File: config.mk
export PLATFORM = sky130hd
export DESIGN_NAME = subterranean_rounds_param
export DESIGN_NICKNAME = d
export VERILOG_FILES = /design/src/rtl/subterranean_pkg.sv /design/src/rtl/subterranean_round.sv /design/src/rtl/subterranean_rounds_param.sv
export SDC_FILE = /design/constraint.sdc
export NUM_CORES = 2
export LEC_CHECK = 0
export CAP_MARGIN = 10
export CORE_MARGIN = 3
export CORE_UTILIZATION = 48
export CTS_CLUSTER_SIZE = 24
export DETAILED_ROUTE_END_ITERATION = 8
export DONT_BUFFER_PORTS = 1
export PLACE_DENSITY_LB_ADDON = 0.25
export SLEW_MARGIN = 25
export SYNTH_ARGS = -nofsm -noshare
export SYNTH_HDL_FRONTEND = slang
export SYNTH_SLANG_ARGS = --single-unit
File: constraint.sdc
create_clock -name clk -period 8.59 [get_ports clk]
set_input_delay 2.577 -clock clk [delete_from_list [all_inputs] [get_ports clk]]
set_output_delay 2.577 -clock clk [all_outputs]
set_load 0.02 [all_outputs]
File: src/rtl/subterranean_pkg.sv
// Shared constants, FSM encoding and lane helpers for the Subterranean duplex engine.
// Absorb/extract bit positions follow 12^(4j) mod 257 = 176^j mod 257.
package subterranean_pkg;

  localparam int SUBT_STATE_W = 257;
  localparam int SUBT_LANE_W  = 32;
  localparam int SUBT_PAD_W   = SUBT_LANE_W + 1;

  typedef enum logic {
    ST_IDLE  = 1'b0,
    ST_BLANK = 1'b1
  } subt_fsm_e;

  function automatic int subt_pos(input int j);
    int p;
    p = 1;
    for (int i = 0; i < j; i++) p = (p * 176) % SUBT_STATE_W;
    return p;
  endfunction

  // Which padded-input bit lands on state bit b, or -1 when none does.
  function automatic int subt_absorb_idx(input int b);
    int p;
    int r;
    p = 1;
    r = -1;
    for (int j = 0; j < SUBT_PAD_W; j++) begin
      if (p == b) r = j;
      p = (p * 176) % SUBT_STATE_W;
    end
    return r;
  endfunction

  function automatic logic [SUBT_LANE_W-1:0] lane_mask(input logic [2:0] size, input logic crypt);
    logic [SUBT_LANE_W-1:0] m;
    m = 32'hFFFF_FFFF;
    if (crypt) begin
      case (size)
        3'd0:    m = 32'h0000_0000;
        3'd1:    m = 32'h0000_00FF;
        3'd2:    m = 32'h0000_FFFF;
        3'd3:    m = 32'h00FF_FFFF;
        default: m = 32'hFFFF_FFFF;
      endcase
    end
    return m;
  endfunction

  function automatic logic [SUBT_PAD_W-1:0] lane_pad(input logic [SUBT_LANE_W-1:0] word,
                                                     input logic [2:0] size);
    logic [SUBT_PAD_W-1:0] p;
    case (size)
      3'd0:    p = 33'h1;
      3'd1:    p = {24'h0, 1'b1, word[7:0]};
      3'd2:    p = {16'h0, 1'b1, word[15:0]};
      3'd3:    p = {8'h0, 1'b1, word[23:0]};
      default: p = {1'b1, word};
    endcase
    return p;
  endfunction

endpackage

File: src/rtl/subterranean_round.sv
// One Subterranean duplex round: keystream extract from the incoming state,
// then chi, iota, theta, pi and absorption of a 33-bit padded block.
module subterranean_round
  import subterranean_pkg::*;
(
  input  logic [SUBT_STATE_W-1:0] i_state,
  input  logic [SUBT_PAD_W-1:0]   i_din,
  output logic [SUBT_STATE_W-1:0] o_state,
  output logic [SUBT_LANE_W-1:0]  o_dout
);

  logic [SUBT_STATE_W-1:0] w_chi;
  logic [SUBT_STATE_W-1:0] w_theta;
  logic [SUBT_STATE_W-1:0] w_pi;

  genvar gi;
  generate
    for (gi = 0; gi < SUBT_STATE_W; gi++) begin : g_bit
      localparam int I1 = (gi + 1) % SUBT_STATE_W;
      localparam int I2 = (gi + 2) % SUBT_STATE_W;
      localparam int I3 = (gi + 3) % SUBT_STATE_W;
      localparam int I8 = (gi + 8) % SUBT_STATE_W;
      localparam int IP = (12 * gi) % SUBT_STATE_W;
      localparam int AI = subt_absorb_idx(gi);

      // iota only flips bit 0, so it is folded into chi there
      if (gi == 0) begin : g_iota
        assign w_chi[gi] = ~(i_state[gi] ^ (~i_state[I1] & i_state[I2]));
      end else begin : g_chi
        assign w_chi[gi] = i_state[gi] ^ (~i_state[I1] & i_state[I2]);
      end

      assign w_theta[gi] = w_chi[gi] ^ w_chi[I3] ^ w_chi[I8];
      assign w_pi[gi]    = w_theta[IP];

      if (AI >= 0) begin : g_abs
        assign o_state[gi] = w_pi[gi] ^ i_din[AI];
      end else begin : g_pass
        assign o_state[gi] = w_pi[gi];
      end
    end

    for (gi = 0; gi < SUBT_LANE_W; gi++) begin : g_ext
      localparam int P = subt_pos(gi);
      assign o_dout[gi] = i_state[P] ^ i_state[SUBT_STATE_W - P];
    end
  endgenerate

endmodule

File: src/rtl/subterranean_rounds_param.sv
// LANES-wide Subterranean duplex engine with a blank-round sequencer and a
// back-pressurable output register; data beats and blank runs share one round chain.
module subterranean_rounds_param
  import subterranean_pkg::*;
#(
  parameter int LANES = 4,
  parameter int LW    = (LANES > 1) ? $clog2(LANES) : 1
) (
  input  logic                  clk,
  input  logic                  rst,
  input  logic                  init,
  input  logic                  encrypt,
  input  logic                  decrypt,
  input  logic                  blank_start,
  input  logic [3:0]            blank_rounds,
  input  logic [LW-1:0]         enable_round,
  input  logic [32*LANES-1:0]   din,
  input  logic [3*LANES-1:0]    din_size,
  input  logic                  din_valid,
  output logic                  din_ready,
  output logic [32*LANES-1:0]   dout,
  output logic                  dout_valid,
  input  logic                  dout_ready,
  output logic                  free,
  output logic                  finish
);

  localparam int CW = 5;

  subt_fsm_e               r_fsm;
  subt_fsm_e               w_fsm_next;
  logic [SUBT_STATE_W-1:0] r_state;
  logic [SUBT_STATE_W-1:0] w_state_next;
  logic [3:0]              r_counter;
  logic [3:0]              w_counter_next;
  logic [32*LANES-1:0]     r_dout;
  logic [32*LANES-1:0]     w_dout_next;
  logic                    r_dout_valid;
  logic                    w_dout_valid_next;
  logic                    r_finish;
  logic                    w_finish_next;

  logic                    w_blank;
  logic                    w_crypt;
  logic                    w_accept;
  logic [CW-1:0]           w_beat_m;
  logic [CW-1:0]           w_blank_n;
  logic [CW-1:0]           w_tap;
  logic [SUBT_STATE_W-1:0] w_tap_state;
  logic [32*LANES-1:0]     w_beat_dout;

  assign w_blank   = (r_fsm == ST_BLANK);
  assign w_crypt   = encrypt | decrypt;
  assign w_beat_m  = {{(CW-LW){1'b0}}, enable_round} + CW'(1);
  assign w_blank_n = ({1'b0, r_counter} > CW'(LANES)) ? CW'(LANES) : {1'b0, r_counter};
  assign w_tap     = w_blank ? w_blank_n : w_beat_m;

  genvar gi;
  generate
    for (gi = 0; gi < LANES; gi++) begin : g_lane
      logic [2:0]              w_size;
      logic [SUBT_LANE_W-1:0]  w_din_k;
      logic [SUBT_LANE_W-1:0]  w_ks;
      logic [SUBT_LANE_W-1:0]  w_x;
      logic [SUBT_LANE_W-1:0]  w_word;
      logic [SUBT_PAD_W-1:0]   w_pad;
      logic [SUBT_STATE_W-1:0] w_state_in;
      logic [SUBT_STATE_W-1:0] w_state_out;
      logic [SUBT_STATE_W-1:0] w_pick;

      assign w_size  = din_size[3*gi +: 3];
      assign w_din_k = din[32*gi +: 32];
      assign w_x     = (w_ks & lane_mask(w_size, w_crypt)) ^ w_din_k;
      assign w_word  = decrypt ? w_x : w_din_k;
      // blank rounds absorb the empty block
      assign w_pad   = w_blank ? 33'h1 : lane_pad(w_word, w_size);
      assign w_beat_dout[32*gi +: 32] = (CW'(gi) < w_beat_m) ? w_x : '0;

      // w_pick accumulates the state after round number w_tap along the chain
      if (gi == 0) begin : g_head
        assign w_state_in = r_state;
        assign w_pick     = (w_tap == CW'(1)) ? w_state_out : '0;
      end else begin : g_link
        assign w_state_in = g_lane[gi-1].w_state_out;
        assign w_pick     = g_lane[gi-1].w_pick |
                            ((w_tap == CW'(gi + 1)) ? w_state_out : '0);
      end

      subterranean_round u_round (
        .i_state (w_state_in),
        .i_din   (w_pad),
        .o_state (w_state_out),
        .o_dout  (w_ks)
      );
    end
  endgenerate

  assign w_tap_state = g_lane[LANES-1].w_pick;

  assign din_ready = (r_fsm == ST_IDLE) & ~init & ~blank_start & (~r_dout_valid | dout_ready);
  assign w_accept  = din_valid & din_ready;

  always_comb begin
    w_fsm_next        = r_fsm;
    w_state_next      = r_state;
    w_counter_next    = r_counter;
    w_dout_next       = r_dout;
    w_dout_valid_next = r_dout_valid & ~dout_ready;
    w_finish_next     = 1'b0;
    unique case (r_fsm)
      ST_IDLE: begin
        if (init) begin
          w_state_next  = '0;
          w_finish_next = 1'b1;
        end else if (blank_start) begin
          if (blank_rounds == 4'd0) begin
            w_finish_next = 1'b1;
          end else begin
            w_counter_next = blank_rounds;
            w_fsm_next     = ST_BLANK;
          end
        end else if (w_accept) begin
          w_state_next      = w_tap_state;
          w_dout_next       = w_beat_dout;
          w_dout_valid_next = 1'b1;
          w_finish_next     = 1'b1;
        end
      end
      ST_BLANK: begin
        if (init) begin
          w_state_next   = '0;
          w_counter_next = 4'd0;
          w_fsm_next     = ST_IDLE;
          w_finish_next  = 1'b1;
        end else begin
          w_state_next   = w_tap_state;
          w_counter_next = r_counter - w_blank_n[3:0];
          if (r_counter == w_blank_n[3:0]) begin
            w_fsm_next    = ST_IDLE;
            w_finish_next = 1'b1;
          end
        end
      end
      default: w_fsm_next = ST_IDLE;
    endcase
  end

  always_ff @(posedge clk) begin
    if (rst) begin
      r_fsm        <= ST_IDLE;
      r_state      <= '0;
      r_counter    <= 4'd0;
      r_dout       <= '0;
      r_dout_valid <= 1'b0;
      r_finish     <= 1'b0;
    end else begin
      r_fsm        <= w_fsm_next;
      r_state      <= w_state_next;
      r_counter    <= w_counter_next;
      r_dout       <= w_dout_next;
      r_dout_valid <= w_dout_valid_next;
      r_finish     <= w_finish_next;
    end
  end

  assign dout       = r_dout;
  assign dout_valid = r_dout_valid;
  assign free       = (r_fsm == ST_IDLE);
  assign finish     = r_finish;

endmodule

==> results of run 1 <==
routing by layer:
| layer | GRT overflow | global-route usage [%] |
|---|---|---|
| met3 | 0 | 63.54 |
| met1 | 1 | 75.47 |
| met4 | 23 | 68.15 |
| met5 | 0 | 51.66 |
| met2 | 26 | 86.38 |
synthesized netlist by cell type, types with 16 or more instances:
library cell	n	area [sq um]
dfxtp_1	392	7848
a211o_1	16	140.1
a32oi_1	19	166.4
o21ai_1	105	525.5
o21ai_0	207	1036
o22ai_1	121	757.0
nand3_1	53	265.3
a211oi_1	85	638.1
buf_1	25	93.84
a22o_1	45	394.1
or3_1	86	538.0
nor2b_1	358	2240
a21o_1	31	232.7
mux2i_1	32	320.3
xor2_1	522	4572
xnor2_1	1386	12140
o211a_1	30	300.3
nor3_1	73	365.4
inv_1	24	90.09
a22oi_1	267	2004
o211ai_1	51	382.9
o221ai_1	65	569.3
nor2_1	758	2845
and2_1	25	156.4
or2_1	20	125.1
xor2_2	20	325.3
xor3_1	183	4350
nand2b_1	120	750.7
nand2_1	616	2312
xnor2_2	133	2163
a21oi_1	301	1506
and3_1	35	219.0
o21a_1	41	307.8
xnor3_1	556	12520
or2_2	22	137.6
clkbuf_1	270	1013
cells by family after synthesis:
family	Yosys count	share of synthesized area, %
flops	392	11.85
fa+ha+maj	9	0.1701
buf+inv	333	1.916
xor+xnor	2807	54.75
compound gates	1487	14.97
mux	35	0.5348
simple gates	2232	15.80
other cells	2	0.01134
metrics by stage:
step | area, sq um | setup WS (ns) | utilization, %
CTS | 80680 | 0.5985 | 59.26
global placement | 78650 | -0.06367 | 57.77
detailed placement | 78680 | -0.1108 | 57.79
floorplan | 66210 | 0.7966 | -
==> flow_metrics.env, run 1 <==
export IMPL_yosysSeqAreaShare_pct=11.85
export IMPL_track_usage_pct=74.34
export IMPL_fp_row_count=135
export IMPL_clock_root_buffer="clkbuf_16"
export IMPL_grt_pass1_wl_microns=706700
export IMPL_place_inst=10090
export IMPL_error="[ERROR GRT-0116] Global routing finished with congestion. Check the congestion regions in the DRC Viewer."
export IMPL_stop_stage="global routing"
export IMPL_clock_path_buffers=3
export IMPL_grt_overflow=50
export IMPL_synth_cells=7297
export IMPL_ys_seq_elements=392
export IMPL_async_flop_share_pct=0
export IMPL_fp_dieH_microns=377.4
export IMPL_yosysWarnings=0
export IMPL_post_cts_buffers=0
export IMPL_cts_sinks=392
export IMPL_io_pins=286
export IMPL_synth_nets=7460
export IMPL_synth_area_sq_mm=0.06621
export IMPL_grt_max_degree=185
export IMPL_grt_pass1_vias=72960
export IMPL_synth_edf_count=0
export IMPL_status="aborted with a tool error"
export IMPL_synth_avg_cell_area_sq_um=9.073
export IMPL_dp_final_hpwl_microns=433000
export IMPL_cts_made_buffers=56
export IMPL_portBuffers=0
export IMPL_ctsHoldBuffers=0
export IMPL_h_tree_depth=2
export IMPL_ys_flop_type="dfxtp_1"
export IMPL_post_cts_resized=0
export IMPL_gp_congestion=1.431
export IMPL_fp_dieW_microns=377.4
export IMPL_initial_utilization_pct=48.63
export IMPL_synth_distinct_cells=95
==> run 2: changes to the inputs <==
Settings changed: CORE_UTILIZATION 48 to 33, CTS_CLUSTER_SIZE 24 to default, PLACE_DENSITY_LB_ADDON 0.25 to 0.15.
==> flow_metrics.env, run 2 <==
export IMPL_portBuffers=0
export IMPL_top_layer="met5"
export IMPL_die_area_sq_mm=0.2060
export IMPL_synth_adder_area_share_pct=0.1701
export IMPL_ctsHoldBuffers=0
export IMPL_synth_xor_area_share_pct=54.75
export IMPL_clk_latency_ns=0.82
export IMPL_ys_top_cells_by_count="xnor2_1 (1386), nor2_1 (758), nand2_1 (616), xnor3_1 (556), xor2_1 (522)"
export IMPL_synth_nets=7460
export IMPL_route_detailed_drc=14
export IMPL_synth_cells=7297
export IMPL_synth_area_mux_share_pct=0.5348
export IMPL_drt_first_pass_iters=9
export IMPL_finish_net_count=8980
export IMPL_vias=75060
export IMPL_report_final_slew_viol_count=0
export IMPL_core_sq_mm=0.1984
export IMPL_fp_dieW_microns=453.9
export IMPL_track_usage_pct=57.05
export IMPL_cp_data_arrival_time_ns=9.08
export IMPL_critPathSlowestCell="xnor2_1"
export IMPL_async_flop_share_pct=0
export IMPL_slew_headroom_pct=14.33
export IMPL_final_common_cell="buf_4"
export IMPL_status="complete, but fails checks"
export IMPL_clock_root_buffer="clkbuf_16"
export IMPL_wirelength_met1_microns=212300
export IMPL_grt_pass1_vias=67090
export IMPL_fmax_mhz=119.8
export IMPL_synth_distinct_cells=95
export IMPL_ys_flop_type="dfxtp_1"
export IMPL_io_pins=286
export IMPL_drive_gt1_share_pct=24.40
export IMPL_finClkSkew_ns=0.06434
export IMPL_synth_simple_area_share_pct=15.80
export IMPL_synthTopCellsByArea="xnor3_1 (19%), xnor2_1 (18%), dfxtp_1 (12%), xor2_1 (6.9%), xor3_1 (6.6%)"
export IMPL_yosysTopAreaCell="xnor3_1"
export IMPL_cp_common_cell="buf_4"
export IMPL_grt_pass1_wl_microns=748800
export IMPL_largest_register_ffs=257
export IMPL_crit_type="input port to flop"
export IMPL_worst_path_buf_inv=8
export IMPL_wl_per_cell_microns=52.73
export IMPL_layout_common_cells="buf_4 (1630), xnor2_1 (1357), nor2_1 (749)"
export IMPL_rsz0062_at_grt="no"
export IMPL_route_met3_wl_microns=109600
export IMPL_synth_avg_cell_area_sq_um=9.073
export IMPL_synth_area_sq_mm=0.06621
export IMPL_synth_edf_count=0
export IMPL_routed_wl_microns=609800
export IMPL_cts_tree="yes"
export IMPL_num_fill_cells=19850
export IMPL_cts_sinks=392
export IMPL_seq_area_sq_mm=0.007849
export IMPL_wl_met2_microns=216500
export IMPL_clk_pin_slew_ns=0.06
export IMPL_synth_most_common_cell="xnor2_1"
export IMPL_min_period_over_period_pct=97.17
export IMPL_dp_final_hpwl_microns=518800
export IMPL_viasPerCell=6.490
export IMPL_yosysSeqAreaShare_pct=11.85
export IMPL_drt_initial_drc_count=14330
export IMPL_period_needed_ns=8.347
export IMPL_cp_top_family="XOR/XNOR gates"
export IMPL_cp_required_ns=9.32
export IMPL_cts_made_buffers=61
export IMPL_post_cts_buffers=0
export IMPL_yosysWarnings=0
export IMPL_syn2layout_area_growth_pct=30.21
export IMPL_synth_top_cell_area_share_pct=18.91
export IMPL_synth_compound_area_share_pct=14.97
export IMPL_fp_row_count=163
export IMPL_synth_top_family_by_area="XOR/XNOR gates"
export IMPL_setup_viol=0
export IMPL_clock_path_buffers=3
export IMPL_min_path_type="flop to flop"
export IMPL_multi_input_area_sq_mm=0.05759
export IMPL_gp_congestion=1.243
export IMPL_violations="DRC"
export IMPL_grt_max_degree=185
export IMPL_tightest_slew_ns=1.285
export IMPL_ys_seq_elements=392
export IMPL_h_tree_depth=2
export IMPL_fp_dieH_microns=453.9
export IMPL_crit_fanout=11
export IMPL_antenna_found_initial=72
export IMPL_timing_max_cap_violations=0
export IMPL_drt_antenna_violating_nets=0
export IMPL_initial_utilization_pct=33.36
export IMPL_slowest_delay_ns=0.69
export IMPL_endpoint_kind="flop"
export IMPL_post_cts_resized=0
export IMPL_fin_hold_ws_ns=0.5069
export IMPL_grt_overflow=0
export IMPL_crit_chain="o31ai_4 > buf_4 > nor3_1 > o21ai_2 > xnor3_1 > o21a_1 > o21ai_1 > buf_4 > xnor3_1 > buf_12 > buf_4 > xnor2_1 > buf_4 > o21a_1 > o21ai_0 > xnor2_2 > buf_4 > xnor2_1 > buf_4 > xnor2_1 > buf_4 > a22oi_1 > o21ai_0"
export IMPL_hold_viol=0
export IMPL_cp_start_kind="input port"
-- run 2: cell counts after synthesis --
Identical to the previous run, type by type.
-- run 2: path summary, 6_finish.rpt --
kind	from	to	slack, ns	cells past startpoint
worst max-delay path	din_size[1]	g_lane[0].w_state_in[174]	0.24	23
worst min-delay path	g_lane[0].w_state_in[62]	g_lane[0].w_state_in[62]	0.51	2
worst max register to register	g_lane[0].w_state_in[224]	g_lane[0].w_state_in[17]	0.54	18
worst min register to register	g_lane[0].w_state_in[62]	g_lane[0].w_state_in[62]	0.51	2
-- run 2: worst register-to-register path, delay by kind of cell, from the launching register on --
kind | cells | cell delay (ns)
muxes | 1 | 0.24
and+or+nand+nor | 3 | 0.51
AOI/OAI and AO/OA | 1 | 0.19
buffers and inverters | 3 | 0.75
DFF | 1 | 1.13
xor gates and xnor gates | 10 | 5.19
-- run 2: cell type report --
class / instances / area share [%]
multi-input combinational: 6572 / 66.80
timing repair buffer: 1763 / 17.28
sequential: 392 / 9.104
tap: 2640 / 3.831
clock buffer: 75 / 1.924
clock inverter: 41 / 0.7852
antenna: 55 / 0.1596
inverter: 27 / 0.1176
-- run 2: cells by family (layout without fill, tap and decap cells) --
kind of cell             after synthesis  count (layout)
multiplexers                          35              35
adder cells (fa/ha/maj)                9               9
XOR/XNOR                            2807            2807
flip-flops                           392             392
AND/OR/NAND/NOR                     2232            2232
buffers and inverters                333            1906
other                                  2              57
AO/OA/AOI/OAI                       1487            1487
-- run 2: layer usage --
| layer | global-route usage (%) | vias to the layer above |
|---|---|---|
| met4 | 50.12 | 38 |
| met2 | 71.19 | 7611 |
| li1 | - | 28380 |
| met5 | 8.465 | - |
| met1 | 63.12 | 37040 |
| met3 | 39.41 | 1981 |
-- run 2: metrics by stage --
stage          cell area [sq um]  setup slack (ns)  TNS [ns]  std cells  util, %
2_1_floorplan              66210            0.7966         0       7297        -
3_3_place_gp               83560           -0.2770    -1.759      11390    42.11
3_5_place_dp               83630           -0.2027   -0.9279      11390    42.15
4_1_cts                    85970            0.5662         0      11510    43.32
5_1_grt                    86100            0.2411         0      11520    43.39
6_report                   86210            0.2430         0      11570    43.44
Power of run 2 is not shown: default switching activity piles up to over one toggle a cycle in this logic, so the estimate is an artifact.
